==> src/rtl/aes_ctrl_pkg.sv <==
// Shared types and constants for the AES-128 round controller.
package aes_ctrl_pkg;

    typedef logic [15:0][7:0] aes_block_t;

    typedef enum logic [2:0] {
        ST_IDLE  = 3'd0,
        ST_ISSUE = 3'd1,
        ST_WAIT  = 3'd2,
        ST_DONE  = 3'd3,
        ST_ERR   = 3'd4
    } ctrl_state_t;

    localparam logic [1:0] STG_SUB   = 2'd0;
    localparam logic [1:0] STG_SHIFT = 2'd1;
    localparam logic [1:0] STG_MIX   = 2'd2;
    localparam logic [1:0] STG_ARK   = 2'd3;

    localparam int DEFAULT_NUM_ROUNDS    = 10;
    localparam int DEFAULT_STAGE_TIMEOUT = 255;

    // Stage index to the one-hot start vector seen by the datapath stages.
    function automatic logic [3:0] stage_onehot(input logic [1:0] stg);
        return 4'b0001 << stg;
    endfunction

endpackage

==> src/rtl/aes_stage_timer.sv <==
// Stage watchdog: counts cycles since the last clear and flags when TIMEOUT is reached.
module aes_stage_timer #(
    parameter logic [7:0] TIMEOUT = 8'd255
) (
    input  logic clk_in,
    input  logic rst_in,
    input  logic i_clear,
    input  logic i_enable,
    output logic o_expired
);

    logic [7:0] r_count;

    // NOTE: sequential state is updated with non-blocking assignments so every
    // register samples the pre-edge values of its neighbours.
    always_ff @(posedge clk_in or negedge rst_in) begin
        if (!rst_in) begin
            r_count <= '0;
        end else if (i_clear) begin
            r_count <= '0;
        end else if (i_enable && !o_expired) begin
            r_count <= r_count + 8'd1;
        end
    end

    assign o_expired = (r_count == TIMEOUT);

endmodule

==> src/rtl/aes_round_ctrl.sv <==
// AES-128 round sequencer driving shared byte_sub/shift_rows/mix_columns/add_round_key stages.
// Define AES_ROUND_CTRL_PENDING_EN to buffer one block that arrives while a run is in progress.
module aes_round_ctrl
    import aes_ctrl_pkg::*;
#(
    parameter int NUM_ROUNDS    = DEFAULT_NUM_ROUNDS,
    parameter int STAGE_TIMEOUT = DEFAULT_STAGE_TIMEOUT
) (
    input  logic             clk_in,
    input  logic             rst_in,
    input  logic             block_valid_in,
    input  logic [15:0][7:0] block_in,
    output logic             ready_out,
    output logic [3:0]       stage_start_out,
    output logic [15:0][7:0] state_out,
    output logic [3:0]       round_out,
    input  logic             stage_done_in,
    input  logic [15:0][7:0] stage_result_in,
    output logic [15:0][7:0] result_out,
    output logic             valid_out,
    output logic             busy_out,
    output logic             error_out
);

    localparam logic [3:0] LAST_ROUND = 4'(NUM_ROUNDS);
    localparam logic [7:0] TIMEOUT    = 8'(STAGE_TIMEOUT);

    ctrl_state_t r_fsm, w_fsm_next;
    aes_block_t  r_state, w_state_next;
    aes_block_t  r_result, w_result_next;
    logic [3:0]  r_round, w_round_next;
    logic [1:0]  r_stage, w_stage_next;
    logic        w_launch;
    logic        w_drain;
    logic        w_next_valid;
    aes_block_t  w_next_block;
    logic        w_timer_expired;

`ifdef AES_ROUND_CTRL_PENDING_EN
    logic       r_pend_valid;
    aes_block_t r_pend_block;

    // A buffered block takes priority; otherwise a block arriving in DONE/ERR is used directly.
    assign w_next_valid = r_pend_valid | block_valid_in;
    assign w_next_block = r_pend_valid ? r_pend_block : block_in;
    assign w_drain      = (r_fsm == ST_DONE) || (r_fsm == ST_ERR);
    assign ready_out    = (r_fsm == ST_IDLE) || !r_pend_valid;

    always_ff @(posedge clk_in or negedge rst_in) begin
        if (!rst_in) begin
            r_pend_valid <= 1'b0;
            r_pend_block <= '0;
        end else if (w_drain && r_pend_valid) begin
            r_pend_valid <= 1'b0;
        end else if ((r_fsm == ST_ISSUE || r_fsm == ST_WAIT) && block_valid_in && !r_pend_valid) begin
            r_pend_valid <= 1'b1;
            r_pend_block <= block_in;
        end
    end
`else
    assign w_next_valid = block_valid_in;
    assign w_next_block = block_in;
    assign w_drain      = 1'b0;
    assign ready_out    = (r_fsm == ST_IDLE);
`endif

    always_comb begin
        // NOTE: every signal gets a default before the case so no path infers a latch.
        w_fsm_next    = r_fsm;
        w_state_next  = r_state;
        w_result_next = r_result;
        w_round_next  = r_round;
        w_stage_next  = r_stage;
        w_launch      = 1'b0;

        case (r_fsm)
            ST_IDLE:  w_launch = w_next_valid;
            ST_ISSUE: w_fsm_next = ST_WAIT;
            ST_WAIT: begin
                if (stage_done_in) begin
                    w_state_next = stage_result_in;
                    w_fsm_next   = ST_ISSUE;
                    case (r_stage)
                        STG_SUB:   w_stage_next = STG_SHIFT;
                        STG_SHIFT: w_stage_next = (r_round == LAST_ROUND) ? STG_ARK : STG_MIX;
                        STG_MIX:   w_stage_next = STG_ARK;
                        default: begin
                            if (r_round == LAST_ROUND) begin
                                w_fsm_next    = ST_DONE;
                                w_result_next = stage_result_in;
                            end else begin
                                w_round_next = r_round + 4'd1;
                                w_stage_next = STG_SUB;
                            end
                        end
                    endcase
                end else if (w_timer_expired) begin
                    w_fsm_next = ST_ERR;
                end
            end
            ST_DONE, ST_ERR: begin
                w_fsm_next = ST_IDLE;
                w_launch   = w_drain && w_next_valid;
            end
            default: w_fsm_next = ST_IDLE;
        endcase

        if (w_launch) begin
            w_fsm_next   = ST_ISSUE;
            w_state_next = w_next_block;
            w_round_next = '0;
            w_stage_next = STG_ARK;
        end
    end

    always_ff @(posedge clk_in or negedge rst_in) begin
        if (!rst_in) begin
            r_fsm    <= ST_IDLE;
            r_state  <= '0;
            r_result <= '0;
            r_round  <= '0;
            r_stage  <= STG_SUB;
        end else begin
            r_fsm    <= w_fsm_next;
            r_state  <= w_state_next;
            r_result <= w_result_next;
            r_round  <= w_round_next;
            r_stage  <= w_stage_next;
        end
    end

    // Cleared on every entry to ISSUE, so the count equals cycles since the stage start.
    aes_stage_timer #(
        .TIMEOUT (TIMEOUT)
    ) u_timer (
        .clk_in    (clk_in),
        .rst_in    (rst_in),
        .i_clear   (w_fsm_next == ST_ISSUE),
        .i_enable  ((r_fsm == ST_ISSUE) || (r_fsm == ST_WAIT)),
        .o_expired (w_timer_expired)
    );

    assign stage_start_out = (r_fsm == ST_ISSUE) ? stage_onehot(r_stage) : 4'b0000;
    assign state_out       = r_state;
    assign round_out       = r_round;
    assign result_out      = r_result;
    assign valid_out       = (r_fsm == ST_DONE);
    assign error_out       = (r_fsm == ST_ERR);
    assign busy_out        = (r_fsm != ST_IDLE);

endmodule

==> config.mk <==
export PLATFORM = sky130hd
export DESIGN_NAME = aes_round_ctrl
export DESIGN_NICKNAME = d
export VERILOG_FILES = /design/src/rtl/aes_ctrl_pkg.sv /design/src/rtl/aes_stage_timer.sv /design/src/rtl/aes_round_ctrl.sv
export SDC_FILE = /design/constraint.sdc
export NUM_CORES = 1
export LEC_CHECK = 0
export BUFFER_PORTS_ARGS = -buffer_cell sky130_fd_sc_hd__clkbuf_2
export CAP_MARGIN = 20
export CORE_AREA = 2 2 204 206
export CTS_CLUSTER_DIAMETER = 100
export DETAILED_ROUTE_END_ITERATION = 10
export DIE_AREA = 0 0 206 208
export MAX_ROUTING_LAYER = met4
export PLACE_DENSITY = 0.56
export REMOVE_ABC_BUFFERS = 1
export SKIP_LAST_GASP = 1
export SLEW_MARGIN = 20
export SYNTH_ARGS = -nofsm -noshare
export SYNTH_HDL_FRONTEND = slang
export SYNTH_SLANG_ARGS = --single-unit
==> constraint.sdc <==
create_clock -name clk_in -period 1.97 [get_ports clk_in]
set_input_delay 0.2955 -clock clk_in [delete_from_list [all_inputs] [get_ports clk_in]]
set_output_delay 0.2955 -clock clk_in [all_outputs]
set_load 0.02 [all_outputs]
==> qor.json <==
{
  "run_status": {
    "outcome": "finished, final reports clean"
  },
  "final_layout": {
    "diodes": 0,
    "nNetsFinal": 2259,
    "drive_gt1_share_pct": 34.3,
    "filler_cell_count": 3751,
    "multi_input_area_um2": 4100,
    "regArea_um2": 6840,
    "synthToLayoutAreaGrowth_pct": 62.2
  },
  "global_route": {
    "number_of_global_route_vias_before_repair": 12300,
    "grt_remaining_overflow": 0,
    "antenna_found_initial": 1,
    "grt_max_degree": 108,
    "grt_use_total_pct": 19.6,
    "grt_first_pass_wirelength_um": 65600
  },
  "sta": {
    "setup_slack_ns": 0.0497,
    "grt_setup_unrepaired": "yes",
    "period_share_pct": 97.5,
    "maxSlewViolCount": 0,
    "transition_at_the_pin_with_the_smallest_max_transition_slack_ns": 0.665,
    "timing.fmax_mhz": 521,
    "max-slew-margin-rel_pct": 55.7,
    "post-route-min-period_ns": 1.92,
    "hold_slack_ns": 0.0270,
    "setup_violations": 0,
    "hold_viol": 0,
    "finClkSkew_ns": 0.00980
  },
  "cts": {
    "cts.htree.levels": 1,
    "clock_latency_on_the_worst_skew_pair_ns": 0.56,
    "clock_input_transition_at_the_sequential_cells_of_the_worst_setup_and_hold_paths_ns": 0.07,
    "clock_sink_count": 273,
    "tritoncts": "built",
    "root_buffer": "sky130_fd_sc_hd__clkbuf_16",
    "cts.path.max_buffers": 3,
    "tritoncts.num_buffers": 30
  },
  "pwr": {
    "power_switching_mw": 8.50,
    "p_leak_nw": 9.55,
    "combinationalPowerShare_pct": 39.1,
    "power.density_cell_area_nw_per_um2": 1190,
    "share_of_power_burned_in_registers_pct": 36.1,
    "clock_power_share_pct": 24.7,
    "worst_ir_drop_vdd_mv": 0.814,
    "internal-power_mw": 13.4,
    "switching_share_pct": 38.8
  },
  "worst_setup_path": {
    "setup.reg_to_reg.worst_slack_ns": 0.05,
    "startpoint": "r_fsm[0]$_DFF_PN0_",
    "crit_chain": "buf_4, or4b_4, buf_12, clkbuf_16, o22ai_1, nor2_1",
    "cp_max_fo": 21,
    "worstSetupPathDepth": 6,
    "crit_required_ns": 2.42,
    "cp-end-kind": "register",
    "regToRegEndpoint": "state_out[38]$_DFFE_PN0P_",
    "regToRegStartpoint": "r_fsm[0]$_DFF_PN0_",
    "slowest_stage": "sky130_fd_sc_hd__or4b_4",
    "cpPeakStageDelay_ns": 0.60,
    "critical_path_buf_inv_count": 3,
    "worst-endpoint-arrival_ns": 2.37,
    "r2r.worst_path.cells": 6,
    "timing.critical_path.max_delay_family": "simple AND/OR/NAND/NOR gates",
    "crit_end": "state_out[38]$_DFFE_PN0P_",
    "criticalPathCategory": "register to register",
    "startpoint_class_of_the_critical_path": "register"
  },
  "yosys": {
    "synth_cells": 1203,
    "post_synth_and_or_nand_nor_area_fraction_pct": 23.8,
    "synth_seq_area_share_pct": 60.5,
    "syn-cell-area_um2": 11300,
    "synth.avg_cell_area_um2": 9.39,
    "yosys.cell_types.count": 41,
    "synth-adder-area-share_pct": 0.775,
    "post_synth_xor_area_fraction_pct": 0.388,
    "ys_ff_latch": 273,
    "synth_top_family_by_area": "simple AND/OR/NAND/NOR gates",
    "synth_compound_area_share_pct": 10.6,
    "synth.yosys.warnings": 0,
    "mux_cell_area_share_after_synthesis_pct": 0.266
  },
  "floorplanning": {
    "rows": 74,
    "core-area_um2": 40600,
    "die_width_um": 206,
    "start_util_pct": 27.9,
    "vertical_die_dimension_um": 208,
    "io_pins": 528,
    "die-area_um2": 42800
  },
  "route": {
    "drt_iter0_markers": 622,
    "wirelength_um": 42800,
    "route.detailed.vias_per_inst": 4.62,
    "dr.pass1.iters": 5,
    "drt-wirelength-per-cell_um": 16.9,
    "vias": 11800,
    "post-route-drc-count": 0,
    "postRouteAntennaNets": 0
  },
  "placement": {
    "port_buffer_count": 527,
    "preCtsSetupSlack_ns": 0.0238,
    "place.gp.congestion": 0.873,
    "hpwl_um": 28300
  },
  "run": {
    "maxCapViolations": 0
  },
  "min_path": {
    "holdCritPathClass": "input pin to register",
    "hold-path-cell-count": 3
  }
}
-- logic make-up after synthesis --
group	Yosys count
and+or+nand+nor	684
buffers and inverters	82
muxes	3
DFF	273
adders and majority gates	7
AOI/OAI and AO/OA	149
xor gates and xnor gates	5
-- how the worst min path moves through the flow --
stage                       startpoint                    endpoint  slack (ns)
after detailed placement        rst_in  result_out[60]$_DFFE_PN0P_        0.26
final                     block_in[29]   state_out[29]$_DFFE_PN0P_        0.03
after floorplan                 rst_in          r_fsm[0]$_DFF_PN0_    -0.00009
after CTS                 block_in[12]   state_out[12]$_DFFE_PN0P_       0.002
after global routing      block_in[81]   state_out[81]$_DFFE_PN0P_        0.04
after global placement          rst_in   state_out[37]$_DFFE_PN0P_        0.26
-- power by group through the flow --
stage               Sequential (mW)  Combinational, mW  Clock, mW
floorplan                      9.46               3.04          0
detailed placement             7.98               7.76          0
finish                         7.90               8.57       5.42
global route                   8.05               9.28       5.79
global placement               7.95               7.64          0
CTS                            7.88               8.27       5.58
-- cells in the mapped netlist (all sizes together) --
cell type	n	share of area [%]
nand2	389	13
dfrtp	273	60
nor2	260	8.7
o22ai	126	9.2
buf	57	2.9
clkbuf	17	0.56
a21oi	9	0.40
inv	8	0.27
ha	7	0.78
nand3	7	0.31
and2	5	0.28
o21ai	5	0.22
o31ai	5	0.33
nor3	4	0.28
mux2i	3	0.27
or3	3	0.17
or4	3	0.20
xor2	3	0.23
nand4	2	0.11
nor4b	2	0.16
xnor2	2	0.16
a2111oi	1	0.24
a211oi	1	0.066
a221o	1	0.089
and3	1	0.055
and3b	1	0.078
and4bb	1	0.11
nand3b	1	0.066
nand4bb	1	0.10
nor3b	1	0.066
nor4	1	0.055
o211ai	1	0.066
or2	1	0.055
or4b	1	0.089
-- registers in the layout, summed over array words and instances, names as in the netlist --
register         count
r_fsm                3
round_out            4
u_timer.r_count      8
state_out          128
result_out         128
r_stage              2
-- stage by stage --
step	instances	utilization (%)	TNS (ns)	power, mW	area (um2)
finish	2542	45.2	0	21.9	18300
global route	2542	45.2	-0.101	23.1	18300
CTS	2535	44.9	-0.00675	21.7	18200
detailed placement	2231	36.4	0	15.7	14700
global placement	2231	36.4	0	15.6	14700
floorplan	1129	-	-1260.92	12.5	10900
-- per-layer routing --
layer	track usage (%)	wire length, um	up-vias	part of all wire, %
met4	9.56	2350	0	5.5
li1	-	-	5500	-
met2	32.4	20700	512	48
met5	-	0	-	0
met1	22.8	17100	5586	40
met3	3.88	2650	158	6.2
-- placed cells by master (no fill, tap or decap), types with 3 or more instances in the layout --
cell type / instances
sky130_fd_sc_hd__a21oi_1: 9
sky130_fd_sc_hd__buf_12: 13
sky130_fd_sc_hd__mux2i_1: 3
sky130_fd_sc_hd__ha_1: 6
sky130_fd_sc_hd__dfrtp_1: 270
sky130_fd_sc_hd__or3_1: 3
sky130_fd_sc_hd__dlygate4sd3_1: 246
sky130_fd_sc_hd__clkbuf_1: 3
sky130_fd_sc_hd__buf_4: 46
sky130_fd_sc_hd__clkbuf_8: 3
sky130_fd_sc_hd__nand3_1: 6
sky130_fd_sc_hd__or4_1: 3
sky130_fd_sc_hd__o21ai_0: 5
sky130_fd_sc_hd__clkbuf_16: 32
sky130_fd_sc_hd__clkinv_2: 7
sky130_fd_sc_hd__o22ai_1: 86
sky130_fd_sc_hd__clkbuf_2: 521
sky130_fd_sc_hd__nand2_1: 389
sky130_fd_sc_hd__nor2_1: 259
sky130_fd_sc_hd__dfrtp_2: 3
sky130_fd_sc_hd__and2_1: 4
sky130_fd_sc_hd__o31ai_1: 5
sky130_fd_sc_hd__clkinvlp_4: 3
sky130_fd_sc_hd__inv_1: 7
sky130_fd_sc_hd__o22ai_2: 40
sky130_fd_sc_hd__xor2_1: 3
-- timing repair --
action / in CTS / in global routing
hold buffers: 246 / 0
setup buffers: 8 / 6
endpoints found under the setup margin: 7 / 19
hold endpoints to repair: 285 / 0
pin swaps: 0 / 3
resized for setup: 6 / 13
gates cloned: 0 / 1
-- worst register-to-register path: stages (launching register included) --
cell                        delay, ns
sky130_fd_sc_hd__dfrtp_2         0.43
sky130_fd_sc_hd__buf_4           0.15
sky130_fd_sc_hd__or4b_4          0.60
sky130_fd_sc_hd__buf_12          0.17
sky130_fd_sc_hd__clkbuf_16       0.20
sky130_fd_sc_hd__o22ai_1         0.17
sky130_fd_sc_hd__nor2_1          0.08
-- cell type report --
cell class	instances	area share (%)
Clock buffer	37	4.52
Tap cell	532	3.63
Multi-Input combinational cell	848	22.4
Sequential cell	273	37.3
Clock inverter	13	0.573
Timing Repair Buffer	831	31.4
Inverter	8	0.177
No activity file was read; power rests on OpenSTA's default activity.
